`config.mk`:
```
export PLATFORM = sky130hd
export DESIGN_NAME = psram_resp_flat
export DESIGN_NICKNAME = d
export VERILOG_FILES = /design/src/rtl/psram_resp_if.sv /design/src/rtl/psram_resp.sv /design/src/flat_wrapper.sv
export SDC_FILE = /design/constraint.sdc
export NUM_CORES = 2
export LEC_CHECK = 0
export ABC_AREA = 1
export BUFFER_PORTS_ARGS = -buffer_cell sky130_fd_sc_hd__buf_2
export CAP_MARGIN = 20
export CORE_UTILIZATION = 55
export DETAILED_ROUTE_END_ITERATION = 12
export GPL_ROUTABILITY_DRIVEN = 0
export PLACE_DENSITY = 0.73
export SETUP_SLACK_MARGIN = 0.2
export SLEW_MARGIN = 25
export SYNTH_ARGS = -nofsm -noshare
export SYNTH_HDL_FRONTEND = slang
export SYNTH_SLANG_ARGS = --single-unit
```
`constraint.sdc`:
```
create_clock -name clk_i -period 5.9 [get_ports clk_i]
set_clock_uncertainty 0.05 [all_clocks]
set_input_delay 1.18 -clock clk_i [delete_from_list [all_inputs] [get_ports clk_i]]
set_output_delay 1.18 -clock clk_i [all_outputs]
set_load 0.05 [all_outputs]
```
`src/rtl/psram_resp_if.sv`:
```
// Octal PSRAM pin bundle between the controller (master) and the device-side responder (slave).
interface psram_resp_if;
  logic       psram_sck;
  logic       psram_ce;
  logic [7:0] psram_io_in;
  logic [7:0] psram_io_out;
  logic [7:0] psram_io_en;
  logic       psram_dqs_out;
  logic       psram_dqs_en;

  modport master (
    output psram_sck, psram_ce, psram_io_in,
    input  psram_io_out, psram_io_en, psram_dqs_out, psram_dqs_en
  );

  modport slave (
    input  psram_sck, psram_ce, psram_io_in,
    output psram_io_out, psram_io_en, psram_dqs_out, psram_dqs_en
  );
endinterface

```
`src/rtl/psram_resp.sv`:
```
// Device-side octal PSRAM responder: oversamples the SDR pins, decodes inst/addr/latency/data, serves a byte array.
// Defining PSRAM_RESP_GRST_EN adds the opcode 8'hFF global-clear command and a live busy_o.
module psram_resp #(
  parameter int MEM_DEPTH   = 256,
  parameter int SYNC_STAGES = 2
) (
  input  logic        clk_i,
  input  logic        rst_n_i,
  input  logic [7:0]  cfg_wcmd_i,
  input  logic [7:0]  cfg_rcmd_i,
  input  logic [7:0]  cfg_wlc_i,
  input  logic [7:0]  cfg_rlc_i,
  psram_resp_if.slave psram,
  output logic        xfer_done_o,
  output logic        xfer_err_o,
  output logic        busy_o
);
  localparam int AW = $clog2(MEM_DEPTH);
  localparam logic [AW-1:0] PTR_ONE = {{(AW-1){1'b0}}, 1'b1};

  typedef enum logic [2:0] {
    S_IDLE, S_INST, S_ADDR, S_LATN, S_WDATA, S_RDATA, S_ERR
  } state_t;

  state_t r_state, w_state_nxt;

  logic [SYNC_STAGES-1:0] r_sck_sync;
  logic [SYNC_STAGES-1:0] r_ce_sync;
  logic [7:0]             r_io_sync [SYNC_STAGES];
  logic                   r_sck_d;

  logic       w_sck, w_ce_n, w_rise, w_fall;
  logic [7:0] w_io;

  logic          r_rd;
  logic [31:0]   r_addr;
  logic [1:0]    r_addr_cnt;
  logic [7:0]    r_lat_cnt;
  logic [AW-1:0] r_ptr;
  logic          r_beat_seen;
  logic [7:0]    r_io_out;
  logic          r_dqs_out;
  logic          r_oe;
  logic          r_done;
  logic          r_err;
  logic [7:0]    r_mem [MEM_DEPTH];

  logic        w_is_rd, w_is_wr, w_is_grst, w_known;
  logic [7:0]  w_lat_load;
  logic [31:0] w_addr_nxt;
  state_t      w_data_st;
  logic        w_busy;
  logic        w_done, w_err, w_we, w_rbeat;
  logic        w_unused;

  // sck, ce and io share one synchronizer depth so their relative timing is preserved
  always_ff @(posedge clk_i or negedge rst_n_i) begin
    if (!rst_n_i) begin
      r_sck_sync <= '0;
      r_ce_sync  <= '1;
      r_sck_d    <= 1'b0;
      for (int i = 0; i < SYNC_STAGES; i++) r_io_sync[i] <= 8'h00;
    end else begin
      r_sck_sync[0] <= psram.psram_sck;
      r_ce_sync[0]  <= psram.psram_ce;
      r_io_sync[0]  <= psram.psram_io_in;
      for (int i = 1; i < SYNC_STAGES; i++) begin
        r_sck_sync[i] <= r_sck_sync[i-1];
        r_ce_sync[i]  <= r_ce_sync[i-1];
        r_io_sync[i]  <= r_io_sync[i-1];
      end
      r_sck_d <= w_sck;
    end
  end

  assign w_sck  = r_sck_sync[SYNC_STAGES-1];
  assign w_ce_n = r_ce_sync[SYNC_STAGES-1];
  assign w_io   = r_io_sync[SYNC_STAGES-1];
  assign w_rise = w_sck & ~r_sck_d;
  assign w_fall = ~w_sck & r_sck_d;

  assign w_is_rd    = (w_io == cfg_rcmd_i);
  assign w_is_wr    = (w_io == cfg_wcmd_i);
  assign w_known    = (w_is_rd | w_is_wr) & ~w_is_grst;
  assign w_lat_load = r_rd ? cfg_rlc_i : cfg_wlc_i;
  assign w_addr_nxt = {r_addr[23:0], w_io};
  assign w_data_st  = r_rd ? S_RDATA : S_WDATA;
  assign w_unused   = ^r_addr[31:24];

`ifdef PSRAM_RESP_GRST_EN
  logic          r_grst_pend;
  logic          r_busy;
  logic [AW-1:0] r_clr_ptr;
  logic          w_grst_set;

  assign w_is_grst  = (w_io == 8'hFF);
  assign w_grst_set = (r_state == S_INST) && !w_ce_n && w_rise && w_is_grst;
  assign w_busy     = r_busy;

  // Clear starts only once the host releases CE after the command
  always_ff @(posedge clk_i or negedge rst_n_i) begin
    if (!rst_n_i) begin
      r_grst_pend <= 1'b0;
      r_busy      <= 1'b0;
      r_clr_ptr   <= '0;
    end else if (w_grst_set) begin
      r_grst_pend <= 1'b1;
    end else if (r_grst_pend && (r_state == S_ERR) && w_ce_n) begin
      r_grst_pend <= 1'b0;
      r_busy      <= 1'b1;
      r_clr_ptr   <= '0;
    end else if (r_busy) begin
      r_clr_ptr <= r_clr_ptr + PTR_ONE;
      if (r_clr_ptr == {AW{1'b1}}) r_busy <= 1'b0;
    end
  end

  always_ff @(posedge clk_i) begin
    if (r_busy) r_mem[r_clr_ptr] <= 8'h00;
    else if (w_we) r_mem[r_ptr] <= w_io;
  end
`else
  assign w_is_grst = 1'b0;
  assign w_busy    = 1'b0;

  always_ff @(posedge clk_i) begin
    if (w_we) r_mem[r_ptr] <= w_io;
  end
`endif

  always_ff @(posedge clk_i or negedge rst_n_i) begin
    if (!rst_n_i) r_state <= S_IDLE;
    else          r_state <= w_state_nxt;
  end

  // CE release beats any same-cycle rise from every non-idle state
  always_comb begin
    w_state_nxt = r_state;
    if ((r_state != S_IDLE) && w_ce_n) begin
      w_state_nxt = S_IDLE;
    end else begin
      case (r_state)
        S_IDLE: if (!w_ce_n && !w_busy) w_state_nxt = S_INST;
        S_INST: if (w_rise) w_state_nxt = w_known ? S_ADDR : S_ERR;
        S_ADDR: if (w_rise && (r_addr_cnt == 2'd3))
                  w_state_nxt = (w_lat_load == 8'd0) ? w_data_st : S_LATN;
        S_LATN: if (w_rise && (r_lat_cnt == 8'd1)) w_state_nxt = w_data_st;
        default: ;
      endcase
    end
  end

  always_comb begin
    w_done  = 1'b0;
    w_err   = 1'b0;
    w_we    = 1'b0;
    w_rbeat = 1'b0;
    case (r_state)
      S_INST:  w_err = w_ce_n | (w_rise & ~w_known & ~w_is_grst);
      S_ADDR,
      S_LATN:  w_err = w_ce_n;
      S_WDATA: begin
        w_done = w_ce_n & r_beat_seen;
        w_err  = w_ce_n & ~r_beat_seen;
        w_we   = ~w_ce_n & w_rise;
      end
      S_RDATA: begin
        w_done  = w_ce_n & r_beat_seen;
        w_err   = w_ce_n & ~r_beat_seen;
        w_rbeat = ~w_ce_n & w_fall;
      end
      default: ;
    endcase
  end

  always_ff @(posedge clk_i or negedge rst_n_i) begin
    if (!rst_n_i) begin
      r_rd        <= 1'b0;
      r_addr      <= 32'h0;
      r_addr_cnt  <= 2'd0;
      r_lat_cnt   <= 8'd0;
      r_ptr       <= '0;
      r_beat_seen <= 1'b0;
      r_io_out    <= 8'h00;
      r_dqs_out   <= 1'b0;
      r_oe        <= 1'b0;
      r_done      <= 1'b0;
      r_err       <= 1'b0;
    end else begin
      r_done <= w_done;
      r_err  <= w_err;
      if (w_state_nxt == S_IDLE) begin
        r_addr_cnt  <= 2'd0;
        r_beat_seen <= 1'b0;
      end
      if ((r_state == S_INST) && !w_ce_n && w_rise) r_rd <= w_is_rd;
      if ((r_state == S_ADDR) && !w_ce_n && w_rise) begin
        r_addr     <= w_addr_nxt;
        r_addr_cnt <= r_addr_cnt + 2'd1;
        if (r_addr_cnt == 2'd3) begin
          r_lat_cnt <= w_lat_load;
          r_ptr     <= w_addr_nxt[AW-1:0];
        end
      end
      if ((r_state == S_LATN) && !w_ce_n && w_rise) r_lat_cnt <= r_lat_cnt - 8'd1;
      if (w_we) begin
        r_ptr       <= r_ptr + PTR_ONE;
        r_beat_seen <= 1'b1;
      end
      if (w_rbeat) begin
        r_io_out    <= r_mem[r_ptr];
        r_ptr       <= r_ptr + PTR_ONE;
        r_dqs_out   <= ~r_dqs_out;
        r_beat_seen <= 1'b1;
      end else if ((r_state != S_RDATA) && (w_state_nxt == S_RDATA)) begin
        r_dqs_out <= 1'b0;
      end
      r_oe <= (w_state_nxt == S_RDATA) && (r_oe || w_rbeat);
    end
  end

  assign psram.psram_io_out  = r_io_out;
  assign psram.psram_io_en   = {8{r_oe}};
  assign psram.psram_dqs_out = r_dqs_out;
  assign psram.psram_dqs_en  = r_oe;
  assign xfer_done_o         = r_done;
  assign xfer_err_o          = r_err;
  assign busy_o              = w_busy;
endmodule

```
`src/flat_wrapper.sv`:
```
// flat-port wrapper written by rule: the top's interface ports become plain ports
module psram_resp_flat 
#(
  parameter int MEM_DEPTH   = 256,
  parameter int SYNC_STAGES = 2
)
  (clk_i, rst_n_i, cfg_wcmd_i, cfg_rcmd_i, cfg_wlc_i, cfg_rlc_i, xfer_done_o, xfer_err_o, busy_o, psram_psram_sck, psram_psram_ce, psram_psram_io_in, psram_psram_io_out, psram_psram_io_en, psram_psram_dqs_out, psram_psram_dqs_en);
  psram_resp_if psram_i ();
  input  logic clk_i;
  input  logic rst_n_i;
  input  logic [7:0] cfg_wcmd_i;
  input  logic [7:0] cfg_rcmd_i;
  input  logic [7:0] cfg_wlc_i;
  input  logic [7:0] cfg_rlc_i;
  output logic xfer_done_o;
  output logic xfer_err_o;
  output logic busy_o;
  input wire logic [$bits(psram_i.psram_sck)-1:0] psram_psram_sck;
  input wire logic [$bits(psram_i.psram_ce)-1:0] psram_psram_ce;
  input wire logic [$bits(psram_i.psram_io_in)-1:0] psram_psram_io_in;
  output wire logic [$bits(psram_i.psram_io_out)-1:0] psram_psram_io_out;
  output wire logic [$bits(psram_i.psram_io_en)-1:0] psram_psram_io_en;
  output wire logic [$bits(psram_i.psram_dqs_out)-1:0] psram_psram_dqs_out;
  output wire logic [$bits(psram_i.psram_dqs_en)-1:0] psram_psram_dqs_en;
  assign psram_i.psram_sck = psram_psram_sck;
  assign psram_i.psram_ce = psram_psram_ce;
  assign psram_i.psram_io_in = psram_psram_io_in;
  assign psram_psram_io_out = psram_i.psram_io_out;
  assign psram_psram_io_en = psram_i.psram_io_en;
  assign psram_psram_dqs_out = psram_i.psram_dqs_out;
  assign psram_psram_dqs_en = psram_i.psram_dqs_en;
  psram_resp #(.MEM_DEPTH(MEM_DEPTH), .SYNC_STAGES(SYNC_STAGES)) u_core (.clk_i(clk_i), .rst_n_i(rst_n_i), .cfg_wcmd_i(cfg_wcmd_i), .cfg_rcmd_i(cfg_rcmd_i), .cfg_wlc_i(cfg_wlc_i), .cfg_rlc_i(cfg_rlc_i), .psram(psram_i), .xfer_done_o(xfer_done_o), .xfer_err_o(xfer_err_o), .busy_o(busy_o));
endmodule
```
==> results.sh <==
export IMPL_worst_ep_arrival_time_ns=4.64
export IMPL_coreArea_mm2=0.158
export IMPL_layout_nets=8106
export IMPL_async_reset_ff_share_pct=2.66
export IMPL_final_setup_worst_slack_ns=1.67
export IMPL_min_to="u_core.w_io[7]$_DFF_PN0_"
export IMPL_cts_root_buf="clkbuf_16"
export IMPL_io_pins=65
export IMPL_globalRouteOverflowTotal=0
export IMPL_cts_tree="built"
export IMPL_hold_viol=0
export IMPL_worstSkewPairLatency_ns=0.86
export IMPL_syn_inst=8180
export IMPL_path_clk_slew_ns=0.06
export IMPL_hold_path_class="reg -> reg"
export IMPL_clkSinkCount=2104
export IMPL_timing_hold_worst_path_depth=0
export IMPL_crit_path_max_incr_delay_ns=0.86
export IMPL_num_fill_cells=12161
export IMPL_vias=58777
export IMPL_h_tree_depth=4
export IMPL_avgViaCountPerCell=5.71
export IMPL_tns_ns=0
export IMPL_die_area_mm2=0.161
export IMPL_drtIter0Drc=7977
export IMPL_grt_pass1_vias=56555
export IMPL_dp_hpwl_mm=120
export IMPL_synthTopCellsByCount="2069 x nand2_1, 2051 x nor2_1, 2048 x edfxtp_1"
export IMPL_post_place_ws_ns=1.75
export IMPL_worst_path_buf_inv=2
export IMPL_timing_final_crit_share_pct=71.8
export IMPL_cts_setup_buffers=0
export IMPL_netlist_top_cells_area="edfxtp_1 70%, nand2_1 8.9%, nor2_1 8.8%"
export IMPL_crit_family="simple AND/OR/NAND/NOR gates"
export IMPL_antenna_found_initial=5
export IMPL_drive_gt1_share_pct=5.91
export IMPL_synthMostInstantiatedCell="nand2_1"
export IMPL_setup_viol=0
export IMPL_synth_fp_nets=8231
export IMPL_drc=0
export IMPL_dp_cells=9925
export IMPL_ant_nets=0
export IMPL_powerDensity_mw_per_mm2=428
export IMPL_worstPathCellList="inv_8 > ha_1 > inv_1 > nor2_1 > nand2_2 > nor2_1"
export IMPL_slew_headroom_pct=20.0
export IMPL_area_growth_pct=9.32
export IMPL_synth_top_area_share_pct=70.1
export IMPL_start_util_pct=55.4
export IMPL_ctsResizeCount=0
export IMPL_synth_cell_types=36
export IMPL_worstMarginPinSlew_ns=1.20
export IMPL_drt_pass1_iter_count=7
export IMPL_worstPathMaxFanout=109
export IMPL_dieHeight_um=401
export IMPL_drv_cap=0
export IMPL_whs_ns=0.292
export IMPL_maxSlewViolCount=0
export IMPL_cts_made_buffers=199
export IMPL_yosysWarnings=0
export IMPL_reg2reg_from="u_core.r_ptr[1]$_DFFE_PN0P_"
export IMPL_post_route_min_period_ns=4.23
export IMPL_avgSynthCellArea_um2=10.7
export IMPL_ir_drop_mv=0.688
export IMPL_status="complete, no violations"
export IMPL_yosysTopAreaCell="edfxtp_1"
export IMPL_seq_area_frac_synth_pct=71.7
export IMPL_end_kind="flop"
export IMPL_hp_start="u_core.r_io_sync[15]$_DFF_PN0_"
export IMPL_rrSetupSlack_ns=1.67
export IMPL_finalNonFillerCells=10302
export IMPL_crit_cells=6
export IMPL_syn_area_mm2=0.0877
export IMPL_dieWidth_um=401
export IMPL_max_clock_path_buffers=3
export IMPL_synth_ff_type="edfxtp_1"
export IMPL_portBuffers=63
export IMPL_crit_path_top_delay_cell="nor2_1"
export IMPL_track_usage_pct=27.4
export IMPL_grt_pass1_wl_mm=336
export IMPL_wl_per_cell_um=21.6
export IMPL_hold_buffers=0
export IMPL_row_count=146
export IMPL_cp_start_kind="flop"
export IMPL_placed_area_mm2=0.0894
export IMPL_rsz0062_at_grt="false"
export IMPL_grt_max_degree=220
export IMPL_cellLeakagePower_nw=35.8
export IMPL_ys_seq_elements=2104
export IMPL_clock_fmax_mhz=236
export IMPL_rr_worst_depth=6
export IMPL_startpoint="u_core.r_ptr[1]$_DFFE_PN0P_"
export IMPL_crit_top_cell="nor2_1"
export IMPL_timing_rr_end="u_core.r_mem[136][0]$_DFFE_PP_"
export IMPL_wirelength_mm=223
export IMPL_critPathRequiredTime_ns=6.31
export IMPL_critical_path_class="reg -> reg"
export IMPL_synth_edf_count=2048
export IMPL_design_area_mm2=0.0959
## cell families after synthesis
family	synth area share (%)
flip-flops	71.7
XOR/XNOR	0.180
other	0.00427
buffers and inverters	3.95
adder cells (fa/ha/maj)	0.0998
AO/OA/AOI/OAI	5.40
AND/OR/NAND/NOR	18.7
## per-layer routing
metal	part of all wire [%]	global-route usage (%)	vias up
li1	-	-	27008
met1	39	38.1	28201
met2	47	43.4	3142
met3	11	5.64	422
met4	3.0	9.18	4
met5	0.010	0	-
## where the power goes
part	internal [W]	switching, W	leakage [nW]
logic	0.00314	0.00853	13.5
clock network	0.00708	0.00559	3.19
registers	0.0165	0.000235	19.1
total	0.0267	0.0144	35.8
## placed cells by master (no fill, tap or decap), types with 4 or more instances in the layout
cell type	instances
dfrtp_1	44
nand2_1	2057
nand3_1	146
nor2_2	8
o211ai_1	8
clkinv_2	49
edfxtp_1	2048
nor3_1	13
o21ai_0	779
dfrtp_4	10
clkinv_8	4
bufinv_16	14
clkbuf_8	14
a21oi_1	10
xor2_1	6
inv_6	9
o22ai_1	11
buf_12	17
clkinv_1	37
clkinv_4	5
clkbuf_1	33
nand2_4	6
inv_1	348
clkbuf_16	201
o21ai_1	116
buf_4	48
ha_1	7
xnor2_1	12
nand2_2	6
clkinvlp_4	9
nand4_1	9
buf_2	63
nor2_1	2042
nand3_2	4
## cell type report
type | instances | area, µm² | area share (%)
antenna | 3 | 7.51 | 0.00783
clock buffer | 248 | 5350 | 5.57
clock inverter | 125 | 1130 | 1.18
inverter | 361 | 1380 | 1.43
multi-input combinational | 5259 | 21500 | 22.4
sequential | 2104 | 62900 | 65.6
tap | 2072 | 2590 | 2.70
timing repair buffer | 130 | 1040 | 1.08
## metrics by stage
stage / power, W / utilization (%)
global placement: 0.0283 / 56.4
finish: 0.0410 / 60.6
floorplan: 0.0252 / -
detailed placement: 0.0284 / 56.5
global route: 0.0430 / 60.6
CTS: 0.0409 / 60.5
## state kept, by name, indices dropped and copies added (netlist names)
register	count
u_core.r_mem	2048
u_core.psram.psram_io_out	8
u_core.r_io_sync	8
u_core.r_lat_cnt	8
u_core.r_ptr	8
u_core.w_io	8
u_core.r_state	3
u_core.r_addr_cnt	2
u_core.r_ce_sync	2
u_core.r_sck_sync	2
u_core.psram.psram_dqs_en	1
u_core.psram.psram_dqs_out	1
u_core.r_beat_seen	1
u_core.r_rd	1
u_core.r_sck_d	1
u_core.xfer_done_o	1
u_core.xfer_err_o	1
## how the worst max path moves through the flow
stage,endpoint,slack [ns]
final,u_core.r_mem[136][0]$_DFFE_PP_,1.67
after global routing,u_core.r_mem[136][7]$_DFFE_PP_,1.58
after CTS,u_core.r_mem[136][0]$_DFFE_PP_,1.73
after detailed placement,u_core.r_mem[136][6]$_DFFE_PP_,1.75
after global placement,u_core.r_mem[206][4]$_DFFE_PP_,1.80
after floorplan,u_core.psram.psram_dqs_en$_DFF_PN0_,1.47
No activity file was read; power rests on OpenSTA's default activity.
